## src/rtl/common.sv

```systemverilog
// -----------------------------------------------------------------------------
// common
// Shared types and constants for the program loader.
//   loader_state_t   : loader FSM states
//   LOADER_LEN_BYTES : number of little-endian length bytes at the head of a frame
// -----------------------------------------------------------------------------
package common;

    typedef enum logic [2:0] {
        ST_IDLE,
        ST_LEN,
        ST_DATA,
        ST_CHK,
        ST_DONE,
        ST_ERR
    } loader_state_t;

    localparam int LOADER_LEN_BYTES = 4;

endpackage

```

## src/rtl/program_loader_if.sv

```systemverilog
// -----------------------------------------------------------------------------
// program_loader_if
// Byte-stream input and instruction-memory write port of the program loader.
//
// Handshake: rx_valid is a one-cycle strobe qualifying rx_data; there is no
// ready/backpressure, so the loader consumes every byte it is given in the
// states that accept bytes. write_enable is a one-cycle strobe qualifying
// write_address/write_data; those two hold their last value otherwise.
//
//   rx_valid      : byte strobe (stream source -> loader)
//   rx_data       : received byte
//   write_address : byte address into instruction memory (loader -> memory)
//   write_data    : byte to write
//   write_enable  : one-cycle write strobe
//
// Modports: master = loader side, slave = stream source / memory side.
// -----------------------------------------------------------------------------
interface program_loader_if;

    logic        rx_valid;
    logic [7:0]  rx_data;
    logic [31:0] write_address;
    logic [7:0]  write_data;
    logic        write_enable;

    modport master (
        input  rx_valid,
        input  rx_data,
        output write_address,
        output write_data,
        output write_enable
    );

    modport slave (
        output rx_valid,
        output rx_data,
        input  write_address,
        input  write_data,
        input  write_enable
    );

endinterface

```

## src/rtl/program_loader.sv

```systemverilog
// -----------------------------------------------------------------------------
// program_loader
// Receives a frame {4 length bytes (LE), LEN payload bytes, XOR checksum byte}
// and writes the payload into instruction memory at BASE_ADDR + index.
//
// Ports:
//   clk         : clock, all state changes on rising edge
//   reset_n     : asynchronous active-low reset
//   start       : arms a new load (ignored while busy)
//   bus         : program_loader_if.master (rx stream in, memory write port out)
//   busy        : registered, high in LEN/DATA/CHK
//   done        : registered, high in DONE (core reset = reset_n & done)
//   error       : registered, high in ERR
//   o_dbg_state : current FSM state, for observation only
// -----------------------------------------------------------------------------
module program_loader
    import common::*;
#(
    parameter logic [31:0] BASE_ADDR = 32'h0000_0000,
    parameter int          MAX_LEN   = 1024
) (
    input  logic             clk,
    input  logic             reset_n,
    input  logic             start,
    program_loader_if.master bus,
    output logic             busy,
    output logic             done,
    output logic             error,
    output loader_state_t    o_dbg_state
);

    loader_state_t r_state;
    loader_state_t w_state_next;

    logic [31:0] r_len;
    logic [31:0] r_idx;
    logic [7:0]  r_csum;
    logic [1:0]  r_byte_cnt;

    logic [31:0] r_wr_addr;
    logic [7:0]  r_wr_data;
    logic        r_wr_en;
    logic        r_busy;
    logic        r_done;
    logic        r_error;

    logic        w_clear;
    logic        w_len_byte;
    logic        w_data_byte;
    logic [31:0] w_len_next;

    // Length register is cleared on entry to LEN, so OR-ing the byte into
    // its lane is the same as writing bits [8k+7:8k].
    assign w_len_next = r_len | ({24'h0, bus.rx_data} << {r_byte_cnt, 3'b000});

    always_ff @(posedge clk or negedge reset_n) begin
        if (!reset_n) begin
            r_state <= ST_IDLE;
        end else begin
            r_state <= w_state_next;
        end
    end

    always_comb begin
        w_state_next = r_state;
        w_clear      = 1'b0;
        w_len_byte   = 1'b0;
        w_data_byte  = 1'b0;
        case (r_state)
            // rx_valid is ignored here; a coincident byte is discarded.
            ST_IDLE, ST_DONE, ST_ERR: begin
                if (start) begin
                    w_state_next = ST_LEN;
                    w_clear      = 1'b1;
                end
            end
            ST_LEN: begin
                if (bus.rx_valid) begin
                    w_len_byte = 1'b1;
                    if (r_byte_cnt == 2'(LOADER_LEN_BYTES - 1)) begin
                        if (w_len_next > 32'(MAX_LEN)) begin
                            w_state_next = ST_ERR;
                        end else if (w_len_next == 32'd0) begin
                            w_state_next = ST_CHK;
                        end else begin
                            w_state_next = ST_DATA;
                        end
                    end
                end
            end
            ST_DATA: begin
                if (bus.rx_valid) begin
                    w_data_byte = 1'b1;
                    if (r_idx == r_len - 32'd1) begin
                        w_state_next = ST_CHK;
                    end
                end
            end
            ST_CHK: begin
                if (bus.rx_valid) begin
                    w_state_next = (bus.rx_data == r_csum) ? ST_DONE : ST_ERR;
                end
            end
            default: w_state_next = ST_IDLE;
        endcase
    end

    always_ff @(posedge clk or negedge reset_n) begin
        if (!reset_n) begin
            r_len      <= '0;
            r_idx      <= '0;
            r_csum     <= '0;
            r_byte_cnt <= '0;
            r_wr_addr  <= BASE_ADDR;
            r_wr_data  <= '0;
            r_wr_en    <= 1'b0;
            r_busy     <= 1'b0;
            r_done     <= 1'b0;
            r_error    <= 1'b0;
        end else begin
            // Status flags are decoded from the next state so they line up
            // exactly with the state register.
            r_busy  <= (w_state_next == ST_LEN) || (w_state_next == ST_DATA) ||
                       (w_state_next == ST_CHK);
            r_done  <= (w_state_next == ST_DONE);
            r_error <= (w_state_next == ST_ERR);
            r_wr_en <= w_data_byte;

            if (w_clear) begin
                r_len      <= '0;
                r_idx      <= '0;
                r_csum     <= '0;
                r_byte_cnt <= '0;
            end
            if (w_len_byte) begin
                r_len      <= w_len_next;
                r_byte_cnt <= r_byte_cnt + 2'd1;
            end
            if (w_data_byte) begin
                r_wr_addr <= BASE_ADDR + r_idx;   // wraps modulo 2^32
                r_wr_data <= bus.rx_data;
                r_idx     <= r_idx + 32'd1;
                r_csum    <= r_csum ^ bus.rx_data;
            end
        end
    end

    assign bus.write_address = r_wr_addr;
    assign bus.write_data    = r_wr_data;
    assign bus.write_enable  = r_wr_en;
    assign busy              = r_busy;
    assign done              = r_done;
    assign error             = r_error;
    assign o_dbg_state       = r_state;

endmodule
```

## src/flat_wrapper.sv

```systemverilog
// flat-port wrapper written by rule: the top's interface ports become plain ports
module program_loader_flat import common::*;
#(
    parameter logic [31:0] BASE_ADDR = 32'h0000_0000,
    parameter int          MAX_LEN   = 1024
)
  (clk, reset_n, start, busy, done, error, o_dbg_state, bus_rx_valid, bus_rx_data, bus_write_address, bus_write_data, bus_write_enable);
  program_loader_if bus_i ();
  input  logic clk;
  input  logic reset_n;
  input  logic start;
  output logic busy;
  output logic done;
  output logic error;
  output loader_state_t o_dbg_state;
  input wire logic [$bits(bus_i.rx_valid)-1:0] bus_rx_valid;
  input wire logic [$bits(bus_i.rx_data)-1:0] bus_rx_data;
  output wire logic [$bits(bus_i.write_address)-1:0] bus_write_address;
  output wire logic [$bits(bus_i.write_data)-1:0] bus_write_data;
  output wire logic [$bits(bus_i.write_enable)-1:0] bus_write_enable;
  assign bus_i.rx_valid = bus_rx_valid;
  assign bus_i.rx_data = bus_rx_data;
  assign bus_write_address = bus_i.write_address;
  assign bus_write_data = bus_i.write_data;
  assign bus_write_enable = bus_i.write_enable;
  program_loader #(.BASE_ADDR(BASE_ADDR), .MAX_LEN(MAX_LEN)) u_core (.clk(clk), .reset_n(reset_n), .start(start), .bus(bus_i), .busy(busy), .done(done), .error(error), .o_dbg_state(o_dbg_state));
endmodule
```

## config.mk

```make
export PLATFORM = sky130hd
export DESIGN_NAME = program_loader_flat
export DESIGN_NICKNAME = d
export VERILOG_FILES = /design/src/rtl/common.sv /design/src/rtl/program_loader_if.sv /design/src/rtl/program_loader.sv /design/src/flat_wrapper.sv
export SDC_FILE = /design/constraint.sdc
export NUM_CORES = 1
export LEC_CHECK = 0
export CAP_MARGIN = 20
export CELL_PAD_IN_SITES_DETAIL_PLACEMENT = 2
export CELL_PAD_IN_SITES_GLOBAL_PLACEMENT = 2
export CORE_MARGIN = 2
export CORE_UTILIZATION = 39
export DETAILED_ROUTE_END_ITERATION = 10
export DONT_BUFFER_PORTS = 1
export GPL_TIMING_DRIVEN = 0
export PLACE_DENSITY = 0.79
export SLEW_MARGIN = 5
export SYNTH_ARGS = -nofsm -noshare
export SYNTH_HDL_FRONTEND = slang
export SYNTH_SLANG_ARGS = --single-unit
```

## constraint.sdc

```tcl
create_clock -name clk -period 2.7 [get_ports clk]
set_input_delay 0.27 -clock clk [delete_from_list [all_inputs] [get_ports clk]]
set_output_delay 0.27 -clock clk [all_outputs]
set_load 0.02 [all_outputs]
```

==> impl_metrics.tcl, run 1 <==
set metrics [dict create \
    utilization_pct 46.1 \
    syn_area_mm2 0.00646 \
    setup_tns_ns 0 \
    timing.fmax_ghz 0.379 \
    cp.arrival_ns 2.98 \
    hold_path_class "input port to async pin" \
    ys_ff_latch 121 \
    path_clk_slew_ns 0.06 \
    hpwl_um 16200 \
    synth.area.mux_share_pct 0.464 \
    synth_area_per_cell_um2 8.43 \
    timing_hold_violations_final 121 \
    clk_root_buffer_cell "clkbuf_16" \
    areaGrowthSynthToFinish_pct 16.9 \
    track_usage_pct 27.7 \
    die_area_mm2 0.0176 \
    drt_iter0_drc 263 \
    start_util_pct 39.4 \
    tightest_slew_ns 0.815 \
    r2r_setup_slack_ns 0.06 \
    dpl_worst_slack_ns -0.311 \
    startpoint_type "flop" \
    finalCritPeriodShare_pct 97.6 \
    drv_cap 0 \
    cp.required_ns 3.04 \
    dr.pass1.iters 4 \
    synthesis.instances 767 \
    die_y_um 133 \
    final-max-slew-violation-count 0 \
    clock-sinks 121 \
    cts_buffers 17 \
    core_mm2 0.0164 \
    gp_congestion 0.901 \
    diodes 0 \
    p_total_mw 6.77 \
    p_leak_nw 3.39 \
    via_count 5949 \
    drc 0 \
    synth_fp_nets 782 \
    period_needed_ns 2.64 \
    whs_ns -0.462 \
    ios 59 \
    setup_violations 0 \
    yosys_warnings 0 \
    grt_pass1_vias 6662 \
    p_per_area_mw_per_mm2 896 \
    detail-route-antenna-nets 0 \
    synth_top_family_by_area "simple AND/OR/NAND/NOR gates" \
    placementRows 47 \
    fin_ws_ns 0.0642 \
    rsz0062_at_grt "yes" \
    seq_area_frac_synth_pct 46.8 \
    synthXorXnorAreaFrac_pct 6.64 \
    synth-simple-area-share_pct 25.4 \
    end_kind "flop" \
    reg2reg_depth 7 \
    clk_latency_ns 0.43 \
    drive_above_1_share_pct 10.0 \
    place.port_buffers 0 \
    drt-vias-per-instance 5.85 \
    htree_levels 4 \
    die_w_um 133 \
    wl_per_cell_um 23.0 \
    r2r-start "u_core.r_len[9]" \
    relSlewSlack_pct 45.7 \
    clk_path_buf_depth 2 \
    final_nets 799 \
    synth-adder-area-share_pct 0.581 \
    route.final.wire_length_um 23400 \
    async_reset_ff_share_pct 100 \
    status "finished with violations" \
    path_class "flop to flop" \
    clock-skew-final_ns 0.0108 \
    ys_types 66 \
    grt_antenna_before_repair 0 \
    cp_max_fo 5 \
    cts_tree "done" \
    violations "hold timing" \
    synth_compound_area_share_pct 15.6 \
    grt_pass1_wl_um 37800 \
    synthFlopType "dfrtp_1" \
    r2r_end "u_core.o_dbg_state[0]" \
    irDropWorstVdd_mv 0.442 \
    grt_max_degree 122 \
    overflow 0 \
    synth-edff-count 0 \
]
==> worst max-delay path by stage <==
stage                          start                    end  slack [ns]
2_1_floorplan       u_core.r_len[17]            u_core.busy        0.34
3_3_place_gp         u_core.r_len[2]  u_core.o_dbg_state[0]       -0.23
3_5_place_dp        u_core.r_len[23]            u_core.busy       -0.31
4_1_cts        u_core.o_dbg_state[1]       u_core.r_idx[11]       0.003
5_1_grt             u_core.r_len[13]  u_core.o_dbg_state[0]       -0.10
6_report             u_core.r_len[9]  u_core.o_dbg_state[0]        0.06
==> area by class of cell <==
class                      count  area, um2
tap                          220        275
multi-input combinational    572       3330
inverter                      16       60.1
timing repair buffer           5       37.5
fill                        1801       8850
sequential                   121       3030
buffer                        51        208
clock inverter                 8        115
clock buffer                  24        502
==> routing by layer <==
layer / share of wire, % / GRT usage, % / vias to the layer above / wire length (um)
li1: - / - / 2695 / -
met1: 43 / 34.5 / 3085 / 10100
met2: 51 / 49.1 / 128 / 12000
met3: 3.2 / 4.18 / 41 / 738
met4: 2.1 / 9.50 / 0 / 486
met5: 0 / 0 / - / 0
==> power by group <==
part	switching [mW]	internal, mW
clock network	0.830	1.57
logic	1.09	0.681
registers	0.514	2.09
total	2.43	4.34
==> cell families (layout without fill, tap and decap cells) <==
logic type	after synthesis	after routing
fa+ha+maj	3	3
buf+inv	74	104
compound gates	173	173
mux	3	3
flops	121	121
xor+xnor	49	49
simple gates	344	344
==> registers in the layout, indices dropped and copies added, names as in the netlist <==
name                      cells
u_core.r_len                 32
u_core.r_idx                 32
u_core.bus.write_data         8
u_core.o_dbg_state            3
u_core.error                  1
u_core.done                   1
u_core.bus.write_enable       1
u_core.busy                   1
u_core.r_byte_cnt             2
u_core.bus.write_address     32
u_core.r_csum                 8
==> metrics by stage <==
| step | cell area, um2 | std cells | hold WS [ns] |
|---|---|---|---|
| floorplan | 6460 | 767 | -0.0256 |
| global placement | 6740 | 987 | -0.0227 |
| detailed placement | 6740 | 987 | -0.0223 |
| CTS | 7500 | 1022 | -0.471 |
| global route | 7560 | 1017 | -0.475 |
| finish | 7560 | 1017 | -0.462 |
==> Yosys cell counts (7+ instances only) <==
cell / count / area [um2]
nand2_1: 145 / 544
dfrtp_1: 121 / 3030
nor2_1: 80 / 300
o21ai_0: 74 / 370
clkbuf_1: 51 / 191
a21oi_1: 47 / 235
xor2_1: 26 / 228
xnor2_1: 23 / 201
nand3_1: 22 / 110
nand4_1: 22 / 138
nor4_1: 16 / 100
inv_1: 15 / 56.3
a31oi_1: 12 / 75.1
nor2b_1: 9 / 56.3
and3_1: 7 / 43.8
==> timing repair <==
| action | CTS | global route |
|---|---|---|
| setup endpoints to repair | 14 | 42 |
| pin swaps | 2 | 4 |
| gates cloned | 0 | 0 |
| resized for setup | 18 | 22 |
| setup buffers | 3 | 2 |
| endpoints found under the hold margin | 121 | 121 |
==> placed cells by master, fill, tap and decap left out, types with 3 or more instances in the layout <==
cell / count
nor2_1: 78
clkbuf_1: 45
nor4_1: 8
clkbuf_16: 17
xor2_1: 26
dfrtp_1: 118
clkinv_2: 5
nor3_2: 3
o22ai_1: 4
nand2b_1: 6
nor4_4: 7
inv_1: 15
xnor2_1: 22
nand3_1: 22
o21ai_0: 74
nand2_1: 144
nand4_1: 22
bufinv_16: 3
o31ai_1: 6
a31oi_1: 12
or4_1: 3
nor4_2: 4
nor2b_1: 9
and3_1: 7
or2_2: 3
clkbuf_8: 5
mux2i_1: 3
buf_4: 6
or3_1: 5
dfrtp_2: 3
a21oi_1: 47
==> worst max-delay path: stages, from the launching register on <==
cell,delay (ns)
dfrtp_1,0.50
nor4_4,0.45
and4b_2,0.37
nand3b_2,0.17
or4b_1,0.55
a21oi_1,0.16
o211ai_1,0.17
o21ai_1,0.19
(Power assumes the default switching activity.)
==> run 2: changes to the inputs <==
Settings changed: SETUP_SLACK_MARGIN set to 0.3.
==> run 2 against run 1 <==
  * The run still ends with hold timing left
  * Register-to-register slack worse by 0.02 ns
  * Combinational power rose by 29%
  * Worst setup slack got worse by 0.025 ns
  * Core utilization is 3.2 points higher
  * Clock skew down 0.0015 ns
  * Critical path depth rose by 1
  * Critical endpoint unchanged
  * Largest power group unchanged
  * Highest routed layer unchanged
==> impl_metrics.tcl, run 2 (same netlist as run 1, synthesis figures left out) <==
set metrics [dict create \
    place.port_buffers 0 \
    grt_use_met2_pct 51.6 \
    start_util_pct 39.4 \
    grt_antenna_before_repair 0 \
    cp.required_ns 3.04 \
    place_area_mm2 0.00674 \
    clk_path_buf_depth 2 \
    die_w_um 133 \
    r2r-start "u_core.r_len[2]" \
    path_clk_slew_ns 0.06 \
    r2r_end "u_core.o_dbg_state[0]" \
    drv_cap 0 \
    p_leak_nw 3.68 \
    final-max-slew-violation-count 0 \
    grt_pass1_wl_um 39100 \
    core_mm2 0.0164 \
    violations "hold timing" \
    finalCritPeriodShare_pct 98.5 \
    most-common-layout-cells "nand2_1, dfrtp_1, nor2_1" \
    rsz0062_at_grt "yes" \
    clk_root_buffer_cell "clkbuf_16" \
    endpoint "u_core.o_dbg_state[0]" \
    areaGrowthSynthToFinish_pct 25.0 \
    period_needed_ns 2.66 \
    intPower_mw 4.55 \
    relSlewSlack_pct 50.6 \
    end_kind "flop" \
    hold_path_class "input port to async pin" \
    path_class "flop to flop" \
    clock-skew-final_ns 0.00930 \
    clockPowerShare_pct 33.2 \
    clk_latency_ns 0.43 \
    timing.fmax_ghz 0.376 \
    path_cells "buf_8, nor4_4, and4b_2, nand3b_4, or4b_4, a21oi_2, o211ai_1, o21ai_1" \
    drt-vias-per-instance 5.97 \
    irDropWorstVdd_mv 0.490 \
    p_per_area_mw_per_mm2 904 \
    setup_tns_ns 0 \
    slowest_stage "or4b_4" \
    top_usage_layer "met2" \
    drc 0 \
    drive_above_1_share_pct 19.2 \
    fin_area_mm2 0.00808 \
    grt_pass1_vias 6792 \
    grt_max_degree 122 \
    diodes 0 \
    startpoint_type "flop" \
    via_count 6311 \
    ios 59 \
    wl_per_cell_um 25.1 \
    cp.arrival_ns 3.00 \
    p_total_mw 7.30 \
    r2r_setup_slack_ns 0.04 \
    htree_levels 4 \
    p_sw_mw 2.75 \
    reg2reg_depth 8 \
    grtUsageMet1_pct 35.2 \
    cp_max_fo 5 \
    crit_path_start "u_core.r_len[2]" \
    die_y_um 133 \
    cts_buffers 17 \
    placementRows 47 \
    tightest_slew_ns 0.741 \
    pwr-share-comb_pct 31.3 \
    timing_hold_violations_final 121 \
    drt_iter0_drc 346 \
    die_area_mm2 0.0176 \
    whs_ns -0.470 \
    gp_congestion 0.901 \
    route.final.wire_length_um 26500 \
    final_common_cell "nand2_1" \
    hpwl_um 16200 \
    final_nets 840 \
    overflow 0 \
    setup_violations 0 \
    p_sw_share_pct 37.7 \
    grt_util_met3_pct 4.48 \
    detail-route-antenna-nets 0 \
    critical_path.max_stage_delay_ns 0.50 \
    cts_tree "done" \
    clock-sinks 121 \
    track_usage_pct 28.8 \
    status "finished with violations" \
    dr.pass1.iters 4 \
    seq_power_share_pct 35.5 \
]
[run 2: changes by cell type in the layout (fill, tap and decap cells not counted), moves of 3 or more]
cell      change
buf_4        +35
nand3_1       -3
buf_6         +4
dfrtp_1       -8
nor4_4        +3
clkbuf_2     +14
clkbuf_1     -17
clkbuf_4      +4
dfrtp_2       +8
[run 2: critical path, delay by kind of cell (launching register included)]
kind	cells	cell delay (ns)
AO/OA/AOI/OAI	3	0.66
buffers and inverters	1	0.14
flip-flops	1	0.39
AND/OR/NAND/NOR	4	1.38
[run 2: routing by layer]
layer	vias up	wire, um
met5	-	0
met2	178	13800
met3	62	1050
li1	2782	-
met4	0	861
met1	3289	10800
[run 2: area by class of cell]
| class | instances | area (um2) |
|---|---|---|
| Fill cell | 1750 | 8320 |
| Multi-Input combinational cell | 572 | 3490 |
| Sequential cell | 121 | 3040 |
| Clock buffer | 24 | 502 |
| Buffer | 58 | 308 |
| Timing Repair Buffer | 39 | 297 |
| Tap cell | 220 | 275 |
| Clock inverter | 8 | 115 |
| Inverter | 16 | 60.1 |
[run 2: repair_timing]
item                                    4_1_cts  5_1_grt
resized for setup                            63       76
setup buffers                                18       21
pin swaps                                    15       24
endpoints found under the setup margin       81       72
endpoints found under the hold margin       121      121
[run 2: power by group through the flow]
| stage | Sequential [mW] | Clock [mW] | Combinational [mW] |
|---|---|---|---|
| after floorplan | 2.39 | 0 | 1.20 |
| after global placement | 2.51 | 0 | 1.52 |
| after detailed placement | 2.53 | 0 | 1.62 |
| after CTS | 2.55 | 2.43 | 1.96 |
| after global routing | 2.62 | 2.52 | 2.46 |
| final | 2.60 | 2.42 | 2.28 |
[run 2: stage by stage]
stage | worst slack [ns] | util [%] | std cells
after floorplan | 0.339 | - | 767
after global placement | -0.229 | 41.1 | 987
after detailed placement | -0.311 | 41.1 | 987
after CTS | 0.199 | 47.2 | 1037
after global routing | -0.0170 | 49.3 | 1058
final | 0.0394 | 49.3 | 1058
[run 2: worst min-delay path by stage]
stage,from,to
global route,reset_n,u_core.bus.write_address[19]
global placement,reset_n,u_core.bus.write_address[20]
finish,reset_n,u_core.r_idx[17]
floorplan,reset_n,u_core.bus.write_address[0]
CTS,reset_n,u_core.r_idx[31]
detailed placement,reset_n,u_core.bus.write_address[20]
